$ cat src/rtl/fb_rect_fill.sv
`default_nettype none
// +-----------------------------------------------------------------------------+
// | Module      : fb_rect_fill                                                  |
// | Description : Fills a clipped rectangle of the RGB444 frame buffer with one |
// |               colour, emitting the rate-limited WR/WADDR/DIN nibble stream. |
// | Revision    : 1.0 - initial release                                         |
// +-----------------------------------------------------------------------------+
module fb_rect_fill #(
    parameter int WIDTH  = 240,
    parameter int HEIGHT = 240,
    parameter int WR_GAP = 1
) (
    input  logic        CLK,
    input  logic        RST,
    input  logic        CMD_VALID,
    output logic        CMD_READY,
    input  logic [7:0]  CMD_X0,
    input  logic [7:0]  CMD_Y0,
    input  logic [8:0]  CMD_W,
    input  logic [8:0]  CMD_H,
    input  logic [11:0] CMD_COLOR,
    output logic        BUSY,
    output logic        DONE,
    output logic        WR,
    output logic [19:0] WADDR,
    output logic [7:0]  DIN
);

    localparam logic [2:0]  c_st_idle  = 3'd0;
    localparam logic [2:0]  c_st_setup = 3'd1;
    localparam logic [2:0]  c_st_write = 3'd2;
    localparam logic [2:0]  c_st_gap   = 3'd3;
    localparam logic [2:0]  c_st_fin   = 3'd4;

    localparam logic [9:0]  c_width10  = 10'(WIDTH);
    localparam logic [9:0]  c_height10 = 10'(HEIGHT);
    localparam logic [19:0] c_width20  = 20'(WIDTH);
    localparam logic [19:0] c_row_step = 20'(3 * WIDTH);
    localparam logic [15:0] c_gap_init = 16'(WR_GAP - 1);

    logic [2:0]  r_state;
    logic [7:0]  r_x0;
    logic [7:0]  r_y0;
    logic [8:0]  r_w;
    logic [8:0]  r_h;
    logic [11:0] r_color;
    logic [9:0]  r_cw;
    logic [9:0]  r_ch;
    logic [9:0]  r_x;
    logic [9:0]  r_y;
    logic [1:0]  r_k;
    logic [19:0] r_row_base;
    logic [19:0] r_addr;
    logic [15:0] r_gap;
    logic        r_last;
    logic        r_wr;
    logic        r_done;
    logic [19:0] r_waddr;
    logic [7:0]  r_din;

    logic [9:0]  w_room_x;
    logic [9:0]  w_room_y;
    logic [9:0]  w_cw;
    logic [9:0]  w_ch;
    logic        w_empty;
    logic [19:0] w_base;
    logic [3:0]  w_nib;
    logic        w_last_k;
    logic        w_last_x;
    logic        w_last_y;

    // Room left to the frame edge; only meaningful when the origin is on-frame.
    assign w_room_x = c_width10 - {2'b00, r_x0};
    assign w_room_y = c_height10 - {2'b00, r_y0};
    assign w_cw     = ({1'b0, r_w} < w_room_x) ? {1'b0, r_w} : w_room_x;
    assign w_ch     = ({1'b0, r_h} < w_room_y) ? {1'b0, r_h} : w_room_y;
    assign w_empty  = ({2'b00, r_x0} >= c_width10) || ({2'b00, r_y0} >= c_height10) ||
                      (r_w == 9'd0) || (r_h == 9'd0);
    assign w_base   = (({12'b0, r_y0} * c_width20) + {12'b0, r_x0}) * 20'd3;

    always_comb begin
        w_nib = r_color[11:8];
        case (r_k)
            2'd1:    w_nib = r_color[7:4];
            2'd2:    w_nib = r_color[3:0];
            default: w_nib = r_color[11:8];
        endcase
    end

    assign w_last_k = (r_k == 2'd2);
    assign w_last_x = (r_x == (r_cw - 10'd1));
    assign w_last_y = (r_y == (r_ch - 10'd1));

    always_ff @(posedge CLK) begin
        if (RST) begin
            r_state    <= c_st_idle;
            r_x0       <= 8'd0;
            r_y0       <= 8'd0;
            r_w        <= 9'd0;
            r_h        <= 9'd0;
            r_color    <= 12'd0;
            r_cw       <= 10'd0;
            r_ch       <= 10'd0;
            r_x        <= 10'd0;
            r_y        <= 10'd0;
            r_k        <= 2'd0;
            r_row_base <= 20'd0;
            r_addr     <= 20'd0;
            r_gap      <= 16'd0;
            r_last     <= 1'b0;
            r_wr       <= 1'b0;
            r_done     <= 1'b0;
            r_waddr    <= 20'd0;
            r_din      <= 8'd0;
        end else begin
            case (r_state)
                c_st_idle: begin
                    r_done <= 1'b0;
                    if (CMD_VALID) begin
                        r_x0    <= CMD_X0;
                        r_y0    <= CMD_Y0;
                        r_w     <= CMD_W;
                        r_h     <= CMD_H;
                        r_color <= CMD_COLOR;
                        r_k     <= 2'd0;
                        r_state <= c_st_setup;
                    end
                end
                c_st_setup: begin
                    r_cw <= w_cw;
                    r_ch <= w_ch;
                    r_x  <= 10'd0;
                    r_y  <= 10'd0;
                    if (w_empty) begin
                        r_done  <= 1'b1;
                        r_state <= c_st_fin;
                    end else begin
                        r_wr       <= 1'b1;
                        r_waddr    <= w_base;
                        r_din      <= {w_nib, 4'h0};
                        r_addr     <= w_base;
                        r_row_base <= w_base;
                        r_state    <= c_st_write;
                    end
                end
                c_st_write: begin
                    r_wr    <= 1'b0;
                    r_gap   <= c_gap_init;
                    r_last  <= w_last_k && w_last_x && w_last_y;
                    r_state <= c_st_gap;
                    // Counters stop on the final nibble so r_addr stays in-frame.
                    if (!(w_last_k && w_last_x && w_last_y)) begin
                        if (!w_last_k) begin
                            r_k    <= r_k + 2'd1;
                            r_addr <= r_addr + 20'd1;
                        end else if (!w_last_x) begin
                            r_k    <= 2'd0;
                            r_x    <= r_x + 10'd1;
                            r_addr <= r_addr + 20'd1;
                        end else begin
                            r_k        <= 2'd0;
                            r_x        <= 10'd0;
                            r_y        <= r_y + 10'd1;
                            r_row_base <= r_row_base + c_row_step;
                            r_addr     <= r_row_base + c_row_step;
                        end
                    end
                end
                c_st_gap: begin
                    if (r_gap == 16'd0) begin
                        if (r_last) begin
                            r_done  <= 1'b1;
                            r_state <= c_st_fin;
                        end else begin
                            r_wr    <= 1'b1;
                            r_waddr <= r_addr;
                            r_din   <= {w_nib, 4'h0};
                            r_state <= c_st_write;
                        end
                    end else begin
                        r_gap <= r_gap - 16'd1;
                    end
                end
                c_st_fin: begin
                    r_done  <= 1'b0;
                    r_state <= c_st_idle;
                end
                default: begin
                    r_wr    <= 1'b0;
                    r_done  <= 1'b0;
                    r_state <= c_st_idle;
                end
            endcase
        end
    end

    assign CMD_READY = (r_state == c_st_idle);
    assign BUSY      = (r_state != c_st_idle);
    assign DONE      = r_done;
    assign WR        = r_wr;
    assign WADDR     = r_waddr;
    assign DIN       = r_din;

endmodule
`default_nettype wire

$ cat config.mk
export PLATFORM = sky130hd
export DESIGN_NAME = fb_rect_fill
export DESIGN_NICKNAME = d
export VERILOG_FILES = /design/src/rtl/fb_rect_fill.sv
export SDC_FILE = /design/constraint.sdc
export NUM_CORES = 1
export LEC_CHECK = 0
export CELL_PAD_IN_SITES_DETAIL_PLACEMENT = 0
export CELL_PAD_IN_SITES_GLOBAL_PLACEMENT = 1
export CORE_MARGIN = 2
export CORE_UTILIZATION = 52
export CTS_CLUSTER_DIAMETER = 40
export DETAILED_ROUTE_END_ITERATION = 16
export DONT_BUFFER_PORTS = 1
export PLACE_DENSITY = 0.95
export SLEW_MARGIN = 20
export SYNTH_ARGS = -nofsm -noshare
export SYNTH_HDL_FRONTEND = slang
export SYNTH_SLANG_ARGS = --single-unit
export TNS_END_PERCENT = 50
$ cat constraint.sdc
create_clock -name CLK -period 11.6 [get_ports CLK]
set_input_delay 1.74 -clock CLK [delete_from_list [all_inputs] [get_ports CLK]]
set_output_delay 1.74 -clock CLK [all_outputs]
set_load 0.03 [all_outputs]
; After elaboration in Yosys (flattened, before gate mapping)
; Cells that the tools add are included.
[word_totals]
register_bits = 178
output_inout_bits = 32
[op_classes]
addsub = 11
muxes = 46
n_reduce_logical = 26
n_eq_ne = 18
mul = 2
magnitude_cmp = 4
bitwise_logic = 2
[op_table]
columns = operator, count
row1 = 20-bit 2-to-1 mux, 9
row2 = 20-bit case mux with 2 select lines, 3
row3 = 10-bit 2-to-1 mux, 8
row4 = 10-bit case mux with 2 select lines, 2
row5 = 16-bit case mux with 2 select lines, 1
row6 = 8-bit 2-to-1 mux, 3
row7 = "10-bit by 1-bit adder with 10-bit output, second input constant", 2
row8 = "20-bit by 1-bit adder with 20-bit output, second input constant", 1
row9 = "20-bit by 10-bit adder with 20-bit output, second input constant", 1
row10 = 10-bit equality test, 2
row11 = 9-bit by 10-bit < comparator with 1-bit output, 2
row12 = "2-bit != test, second input constant", 10
row13 = "10-bit by 1-bit subtractor with 10-bit output, second input constant", 2
row14 = "17-bit by 2-bit multiplier with 19-bit output, second input constant", 1
row15 = 9-bit zero test, 2
row16 = "8-bit by 8-bit subtractor with 9-bit output, first input constant", 2
row17 = 16-bit by 8-bit adder with 17-bit output, 1
row18 = "8-bit greater-or-equal comparator, second input constant", 2
row19 = 16-bit zero test, 1
row20 = 16-bit 2-to-1 mux, 1
row21 = 8-bit case mux with 2 select lines, 1
row22 = 4-bit AND reduction, 4
row23 = "16-bit by 1-bit subtractor with 16-bit output, second input constant", 1
row24 = "8-bit by 4-bit multiplier with 12-bit output, second input constant", 1
row25 = other kinds (23), 46

; Longest topological paths before layout
; Gate-level depths: netlist (run 1).
[depth]
ltp_word = 6
mapped_depth = 22

; Worst setup path after synthesis (run 1)
; No wires, ideal clock.
[synth_path]
path_kind = register to register
start = reg r_y0[0]
end = reg r_row_base[17]
path_buffers = 0
synth_period_minus_slack_ps = 5380
setup_time_ps = 74
stages_incl_launch_ff = 21
path_slack_ps = 6220
t_arrival_ps = 5305
required_ps = 11526
path_cell_list = dfxtp_1 > fa_1 > fa_1 > inv_1 > fa_1 > inv_1 > ha_1 > o21a_1 > o2111ai_1 > or3_1 > xor2_1 > ha_1 > and3_1 > nand4b_1 > and3_1 > or2_2 > o311ai_1 > and3_1 > a211oi_1 > or3_1 > o21ai_0
[synth_via]
elab_chain_cells = 6
[synth_lines]
columns = element, line_no
row1 = "start, declared", 43  ; logic [7:0] r_y0;
row2 = "start signal, assigned", 98  ; r_y0 <= 8'd0;
row3 = "start signal, assigned", 121  ; r_y0 <= CMD_Y0;
row4 = "parallel branches: the longest is 6 deep, another holds 17-bit by 2-bit multiplier with 19-bit output", n/a
row5 = "end signal, assigned", 142  ; r_row_base <= w_base;
row6 = "end signal, assigned", 164  ; r_row_base <= r_row_base + c_row_step;
row7 = "end, declared", 52  ; logic [19:0] r_row_base;
; Several ways; the timed one is not identified. The select of a mux whose other input is x is not followed.
; A chain may end at the register's enable or synchronous reset.

; Worst setup path after layout (run 1)
; Same ends and word-level chain as after synthesis.

==> metrics.txt, run 1 <==
Leak Pwr=4.718 nW; via count=10.20k; setup repair after global routing missed its margin=no; number of antenna violations at the first check in global routing=0; maximum number of pins on one net before global-route repair=103; CP arrival=6.29 ns; Placer Congestion=0.8944; Die Width=152.5 µm; layout cell share with drive strength beyond 1=0.05383; share of the core filled with cells in the final layout=0.5602; final slew viol count=0; area of the core region=21760 µm²; final routed wire length divided by cell count=17.15 µm; count of buffers from port buffering=0; share of synthesized flip-flops with an asynchronous set or reset=0; number of buffers on the longest clock path=2; maxcap violations=0; top fanout value on the critical path=9; Slew headroom=0.3776; post-route DRC violation count=0; number of distinct library cells after synthesis=84; Sum Neg Setup Slack=0 ns; hpwl dp=21.25 mm; final wirelength=29.65 mm; die height=152.5 µm; Synth Area per Inst=7.745 µm²; Final setup viols=0; required time worst endpoint=11.96 ns; Remaining Overflow, GRT=0; final clock period utilization by the worst path=0.5112; global-route wire length before repair=48.76 mm; clock tree from TritonCTS=done; kind of end point of the critical path=flip-flop; number of search-and-repair iterations in the first detailed-routing pass=6; result of the run=finished, final reports clean; TritonCTS buffer count=17; number of sinks handled by clock tree synthesis=174; type of the worst setup path=reg2reg; CTS clock-pin slew for the worst setup and hold paths=0.07 ns; all-layer global routing usage=0.2544; Post-synth EDFFs=0; Area Overhead vs Synth=6.331%; root cell of the clock tree=sky130_fd_sc_hd__clkbuf_16; violation count after the first detailed-routing iteration=666; number of global-route vias before repair=9529; Final Hold Fails=0; number of setup buffers added after CTS=0; most instantiated flip-flop cell in the synthesis netlist=sky130_fd_sc_hd__dfxtp_1; commonest cells after routing, fill and taps aside=sky130_fd_sc_hd__nand2_1 (226), sky130_fd_sc_hd__dfxtp_1 (174), sky130_fd_sc_hd__a21oi_1 (141), sky130_fd_sc_hd__nor2_1 (113), sky130_fd_sc_hd__o21ai_0 (85); effective utilization at floorplan=0.5269; shortest period the worst path allows=5.930 ns; H-tree Lvls=4; total of warnings raised by yosys=0; sequential fraction of the synthesis area=0.3039; antenna-violating nets left=0; number of standard cells after synthesis=1480; count of inserted antenna diode cells=0; flip-flop and latch count after synthesis=174; netlist area before placement=11460 µm²; post-cts resize count=0; post-detailed-route via-to-cell ratio=5.899; Worst-Margin Slew=0.9337 ns; cell row count=54; fin nets=1572; Post-Route Skew=0.007718 ns; class of the worst hold path=reg2reg; total of fill cells in the finished design=2056; I/O pin cnt=81; commonest non-fill, non-tap cell in the layout=sky130_fd_sc_hd__nand2_1; latest clock arrival within the worst-skew pair=0.43 ns; floorplan die area=23250 µm²; kind of start point of the critical path=flip-flop; cts hold-fix bufs=0; setup slack, reg-to-reg=5.67 ns; Pwr per Cell Area=271.8 nW/µm²; Max VDD drop=153.2 µV; maximum operating frequency=168.6 MHz
==> registers in the layout, indices dropped and copies added (netlist names), 2 cells and up <==
register and flops:
r_state 3, r_addr 20, r_gap 16, r_cw 10
r_x0 8, r_color 12, r_y0 8, r_k 2
WADDR 20, r_y 10, r_ch 10, r_row_base 20
r_h 9, r_w 9, DIN 4, r_x 10
==> synth_stat cells (12+ instances only) <==
master	n	area (µm²)
sky130_fd_sc_hd__clkbuf_1	62	232.7
sky130_fd_sc_hd__or3_1	15	93.84
sky130_fd_sc_hd__or2_2	12	75.07
sky130_fd_sc_hd__a21oi_1	141	705.7
sky130_fd_sc_hd__dfxtp_1	174	3483
sky130_fd_sc_hd__nor4_1	16	100.1
sky130_fd_sc_hd__o211ai_1	19	142.6
sky130_fd_sc_hd__a21o_1	16	120.1
sky130_fd_sc_hd__xnor2_1	83	727.0
sky130_fd_sc_hd__nand2b_1	15	93.84
sky130_fd_sc_hd__nand4_1	14	87.58
sky130_fd_sc_hd__nand3_1	52	260.3
sky130_fd_sc_hd__a31oi_1	20	125.1
sky130_fd_sc_hd__inv_1	64	240.2
sky130_fd_sc_hd__nor3_1	39	195.2
sky130_fd_sc_hd__nor2_1	113	424.2
sky130_fd_sc_hd__nand2_1	226	848.3
sky130_fd_sc_hd__fa_1	15	300.3
sky130_fd_sc_hd__o21ai_0	85	425.4
sky130_fd_sc_hd__xor2_1	44	385.4
sky130_fd_sc_hd__ha_1	72	900.9
==> power breakdown <==
| part | internal [mW] | total (mW) | leakage, nW | switching [mW] |
|---|---|---|---|---|
| Combinational | 0.674 | 1.76 | 3.01 | 1.08 |
| Sequential | 0.730 | 0.955 | 1.42 | 0.224 |
| Clock | 0.335 | 0.600 | 0.290 | 0.265 |
==> metal layers <==
layer,wire length (µm),global-route usage,part of all wire
met2,13890,0.4215,0.47
met4,413,0.06614,0.014
met3,1808,0.04096,0.061
met1,13540,0.3474,0.46
met5,0,0,0
==> worst max-delay path, stage by stage, from the launching register on <==
cell,delay (ns)
sky130_fd_sc_hd__dfxtp_1,0.50
sky130_fd_sc_hd__fa_1,0.49
sky130_fd_sc_hd__fa_1,0.52
sky130_fd_sc_hd__inv_1,0.05
sky130_fd_sc_hd__fa_1,0.47
sky130_fd_sc_hd__inv_1,0.04
sky130_fd_sc_hd__ha_1,0.32
sky130_fd_sc_hd__o21a_1,0.15
sky130_fd_sc_hd__o2111ai_1,0.20
sky130_fd_sc_hd__or3_1,0.47
sky130_fd_sc_hd__xor2_1,0.18
sky130_fd_sc_hd__ha_1,0.37
sky130_fd_sc_hd__and3_1,0.21
sky130_fd_sc_hd__nand4b_1,0.11
sky130_fd_sc_hd__and3_1,0.24
sky130_fd_sc_hd__or2_2,0.28
sky130_fd_sc_hd__o311ai_1,0.45
sky130_fd_sc_hd__and3_1,0.22
sky130_fd_sc_hd__a211oi_1,0.07
sky130_fd_sc_hd__or3_1,0.41
sky130_fd_sc_hd__o21ai_0,0.09
==> layout make-up <==
cell class	instances	area [µm²]	area share
Multi-Input combinational cell	1168	7427	0.6094
Sequential cell	174	3483	0.2858
Clock buffer	20	456.7	0.03747
Tap cell	280	350.3	0.02874
Inverter	64	240.2	0.01971
Clock inverter	12	147.6	0.01211
Timing Repair Buffer	11	82.58	0.006776
==> metrics by stage <==
stage | setup slack [ns] | instance area [µm²] | power (mW) | hold slack, ns | std cells
floorplan | 6.220 | 11470 | 2.272 | 0.4321 | 1483
detailed placement | 5.700 | 11580 | 2.689 | 0.4436 | 1697
global route | 5.286 | 12190 | 3.570 | 0.4703 | 1729
CTS | 5.660 | 12190 | 3.292 | 0.4524 | 1729
global placement | 5.828 | 11580 | 2.652 | 0.4329 | 1697
finish | 5.670 | 12190 | 3.313 | 0.4547 | 1729
==> logic make-up after synthesis <==
logic type | share of synthesized area
simple gates | 0.2326
compound gates | 0.1998
flops | 0.3039
buf+inv | 0.04956
xor+xnor | 0.09704
fa+ha+maj | 0.1048
mux | 0.01201
other cells | 0.0003272
==> path summary, 6_finish.rpt <==
kind	start	end	cells past startpoint
max	r_y0[0]$_SDFFE_PP0P_	r_row_base[17]$_SDFFE_PP0P_	20
min	r_color[1]$_SDFFE_PP0P_	r_color[1]$_SDFFE_PP0P_	2
max reg2reg	r_y0[0]$_SDFFE_PP0P_	r_row_base[17]$_SDFFE_PP0P_	20
min reg2reg	r_color[1]$_SDFFE_PP0P_	r_color[1]$_SDFFE_PP0P_	2
Power figures use the tool's default switching activity.
==> run 2: changes to the inputs <==
--- a/config.mk
+++ b/config.mk
@@ -8,11 +8,11 @@
 export CELL_PAD_IN_SITES_DETAIL_PLACEMENT = 0
 export CELL_PAD_IN_SITES_GLOBAL_PLACEMENT = 1
 export CORE_MARGIN = 2
-export CORE_UTILIZATION = 52
+export CORE_UTILIZATION = 48
 export CTS_CLUSTER_DIAMETER = 40
 export DETAILED_ROUTE_END_ITERATION = 16
 export DONT_BUFFER_PORTS = 1
-export PLACE_DENSITY = 0.95
+export PLACE_DENSITY = 0.92
 export SLEW_MARGIN = 20
 export SYNTH_ARGS = -nofsm -noshare
 export SYNTH_HDL_FRONTEND = slang
==> constraint.sdc (replaced) <==
create_clock -name CLK -period 5.63 [get_ports CLK]
set_input_delay 0.8445 -clock CLK [delete_from_list [all_inputs] [get_ports CLK]]
set_output_delay 0.8445 -clock CLK [all_outputs]
set_load 0.03 [all_outputs]
==> run 2 against run 1 <==
Sequential share of layout area decreased by 0.66 points. Maximum frequency increased by 9.7%. Critical path depth increased by 1. Combinational power increased by 120%. Hold slack about the same. Total power increased by 110%. Utilization decreased by 2.8 points. Worst setup slack got worse by 5.4 ns. Cell count increased by 3.5%. Via count increased by 0.68%. Clock skew increased by 0.012 ns. Critical path type unchanged. Critical endpoint unchanged. Highest routed layer unchanged.
==> metrics.txt, run 2 (synthesis gave the netlist of run 1 again) <==
result of the run=finished, final reports clean; maximum operating frequency=185.0 MHz (+9.7%); top fanout value on the critical path=5 (-4); Sum Neg Setup Slack=0 ns (unchanged); final hold slack=0.4551 ns (+0.0004390 ns); number of antenna violations at the first check in global routing=0 (unchanged); floorplan die area=25130 µm² (+8.1%); class of the worst hold path=reg2reg; effective utilization at floorplan=0.4883 (-0.03853); maximum number of pins on one net before global-route repair=103 (unchanged); post-layout power=7.001 mW (+110%); cts hold-fix bufs=0 (unchanged); global-route wire length before repair=48.33 mm (-0.88%); count of inserted antenna diode cells=0 (unchanged); final clock period utilization by the worst path=0.9601 (+0.4489); final routed wire length divided by cell count=16.84 µm (-1.8%); source of the worst hold timing path=r_row_base[0]$_SDFFE_PP0P_; total of fill cells in the finished design=2256 (+9.7%); fin worst setup slack=0.2244 ns (-5.446 ns); setup slack, reg-to-reg=0.22 ns (-5.45 ns); kind of start point of the critical path=flip-flop; cell row count=56 (+3.7%); pre-CTS worst setup slack=0.03536 ns (-5.664 ns); Placer Congestion=0.8323 (-6.9%); non-filler instance count after layout=1790 (+3.5%); violation count after the first detailed-routing iteration=808 (+21%); number of search-and-repair iterations in the first detailed-routing pass=5 (-1); Remaining Overflow, GRT=0 (unchanged); fin nets=1594 (+1.4%); H-tree Lvls=4 (unchanged); post-detailed-route via-to-cell ratio=5.737 (-2.8%); Reg-to-Reg Start=r_y0[4]$_SDFFE_PP0P_; longest individual stage delay on the worst path=0.51 ns (about the same); number of sinks handled by clock tree synthesis=174 (unchanged); Hold Path Depth=2 (unchanged); Pwr per Cell Area=560.6 nW/µm² (+110%); I/O pin cnt=81 (unchanged); number of global-route vias before repair=9511 (-0.19%); maxcap violations=0 (unchanged); path depth of the worst reg2reg path=21 (+5.0%); commonest non-fill, non-tap cell in the layout=sky130_fd_sc_hd__nand2_1; final slew viol count=0 (unchanged); area of the core region=23470 µm² (+7.9%); type of the worst setup path=reg2reg; antenna-violating nets left=0 (unchanged); worst path buffer plus inverter count=3 (+1); Slew headroom=0.3618 (-0.01580); required time worst endpoint=5.98 ns (-5.98 ns); all-layer global routing usage=0.2408 (-0.01355); cell-by-cell trace of the critical path=inv_2, fa_1, fa_1, inv_1, ha_1, or2_2, o22ai_2, xor2_1, or3_4, xor2_1, ha_1, and3_4, nand4b_1, and3_4, or2_2, o311ai_2, buf_4, and3_1, a211oi_2, or3_4, o21ai_0; die height=158.5 µm (+4.0%); CTS clock-pin slew for the worst setup and hold paths=0.08 ns (about the same); Area Overhead vs Synth=8.940%; TritonCTS buffer count=17 (unchanged); CP arrival=5.76 ns (-0.53 ns); Post-Route Skew=0.01937 ns (+0.01165 ns); clock tree from TritonCTS=done; final wirelength=30.15 mm (+1.7%); kind of end point of the critical path=flip-flop; via count=10.27k (+0.68%); hpwl dp=21.49 mm (+1.1%); post-route DRC violation count=0 (unchanged); Reg2Reg Capture Point=r_row_base[17]$_SDFFE_PP0P_; Largest delay share family, worst path=simple AND/OR/NAND/NOR gates; Cells after DPL=1751 (+3.2%); root cell of the clock tree=sky130_fd_sc_hd__clkbuf_16; cell with the biggest individual delay on the critical path=sky130_fd_sc_hd__fa_1; layout cell share with drive strength beyond 1=0.08090 (+0.02707); commonest cells after routing, fill and taps aside=sky130_fd_sc_hd__nand2_1 (226), sky130_fd_sc_hd__dfxtp_1 (172), sky130_fd_sc_hd__a21oi_1 (141), sky130_fd_sc_hd__nor2_1 (113), sky130_fd_sc_hd__o21ai_0 (84); endpoint of the worst hold-timing path=r_row_base[0]$_SDFFE_PP0P_; number of buffers on the longest clock path=2 (unchanged); Final Hold Fails=0 (unchanged); latest clock arrival within the worst-skew pair=0.44 ns (about the same); Worst-Margin Slew=0.9550 ns (+0.02139 ns); shortest period the worst path allows=5.406 ns (-0.5243 ns); Final setup viols=0 (unchanged); Leak Pwr=4.851 nW (+2.8%); count of buffers from port buffering=0 (unchanged); Die Width=158.5 µm (+4.0%); Max VDD drop=316.5 µV (+110%)
==> run 2: layout make-up <==
class | instances | area, µm² | share of cell area
Clock buffer | 17 | 425.4 | 0.03407
Clock inverter | 15 | 172.7 | 0.01383
Inverter | 64 | 240.2 | 0.01924
Multi-Input combinational cell | 1168 | 7516 | 0.6019
Sequential cell | 174 | 3486 | 0.2792
Tap cell | 319 | 399.1 | 0.03196
Timing Repair Buffer | 33 | 247.7 | 0.01984
==> run 2: worst min-delay path, cell delays in order (launching register included) <==
cell and delay, ns:
sky130_fd_sc_hd__dfxtp_1 0.31, sky130_fd_sc_hd__nand2_1 0.05, sky130_fd_sc_hd__a21oi_1 0.05
==> run 2: report_power, final <==
part / internal (mW) / switching [mW] / total, mW
registers: 1.50 / 0.452 / 1.96
logic: 1.54 / 2.31 / 3.85
clock network: 0.600 / 0.594 / 1.19
==> run 2: how the worst max path moves through the flow <==
stage                    startpoint                           to  cells after the start
6_report       r_y0[4]$_SDFFE_PP0P_  r_row_base[17]$_SDFFE_PP0P_                     21
2_1_floorplan  r_y0[0]$_SDFFE_PP0P_  r_row_base[17]$_SDFFE_PP0P_                     20
5_1_grt        r_y0[2]$_SDFFE_PP0P_  r_row_base[17]$_SDFFE_PP0P_                     21
4_1_cts        r_y0[2]$_SDFFE_PP0P_  r_row_base[17]$_SDFFE_PP0P_                     21
3_3_place_gp   r_y0[1]$_SDFFE_PP0P_  r_row_base[17]$_SDFFE_PP0P_                     21
3_5_place_dp   r_y0[1]$_SDFFE_PP0P_  r_row_base[17]$_SDFFE_PP0P_                     21
==> run 2: layer usage <==
metal  GRT usage  part of all wire  up-vias
met4     0.07422             0.020        0
met3     0.04464             0.058       40
met1      0.3282              0.46     4851
met5           0                 0        -
li1            -                 -     5119
met2      0.3876              0.46      259
==> run 2: per-stage QoR <==
step	utilization	cell area, µm²
after global placement	0.5004	11750
after CTS	0.5259	12340
final	0.5320	12490
after detailed placement	0.5004	11750
after global routing	0.5320	12490
after floorplan	-	11470
==> run 2: what timing repair did <==
item                       CTS  global route
buffers inserted             0             7
setup endpoints to repair    1            12
hold endpoints to repair     0             0
gates resized for setup      1            19
pin swaps                    0             5
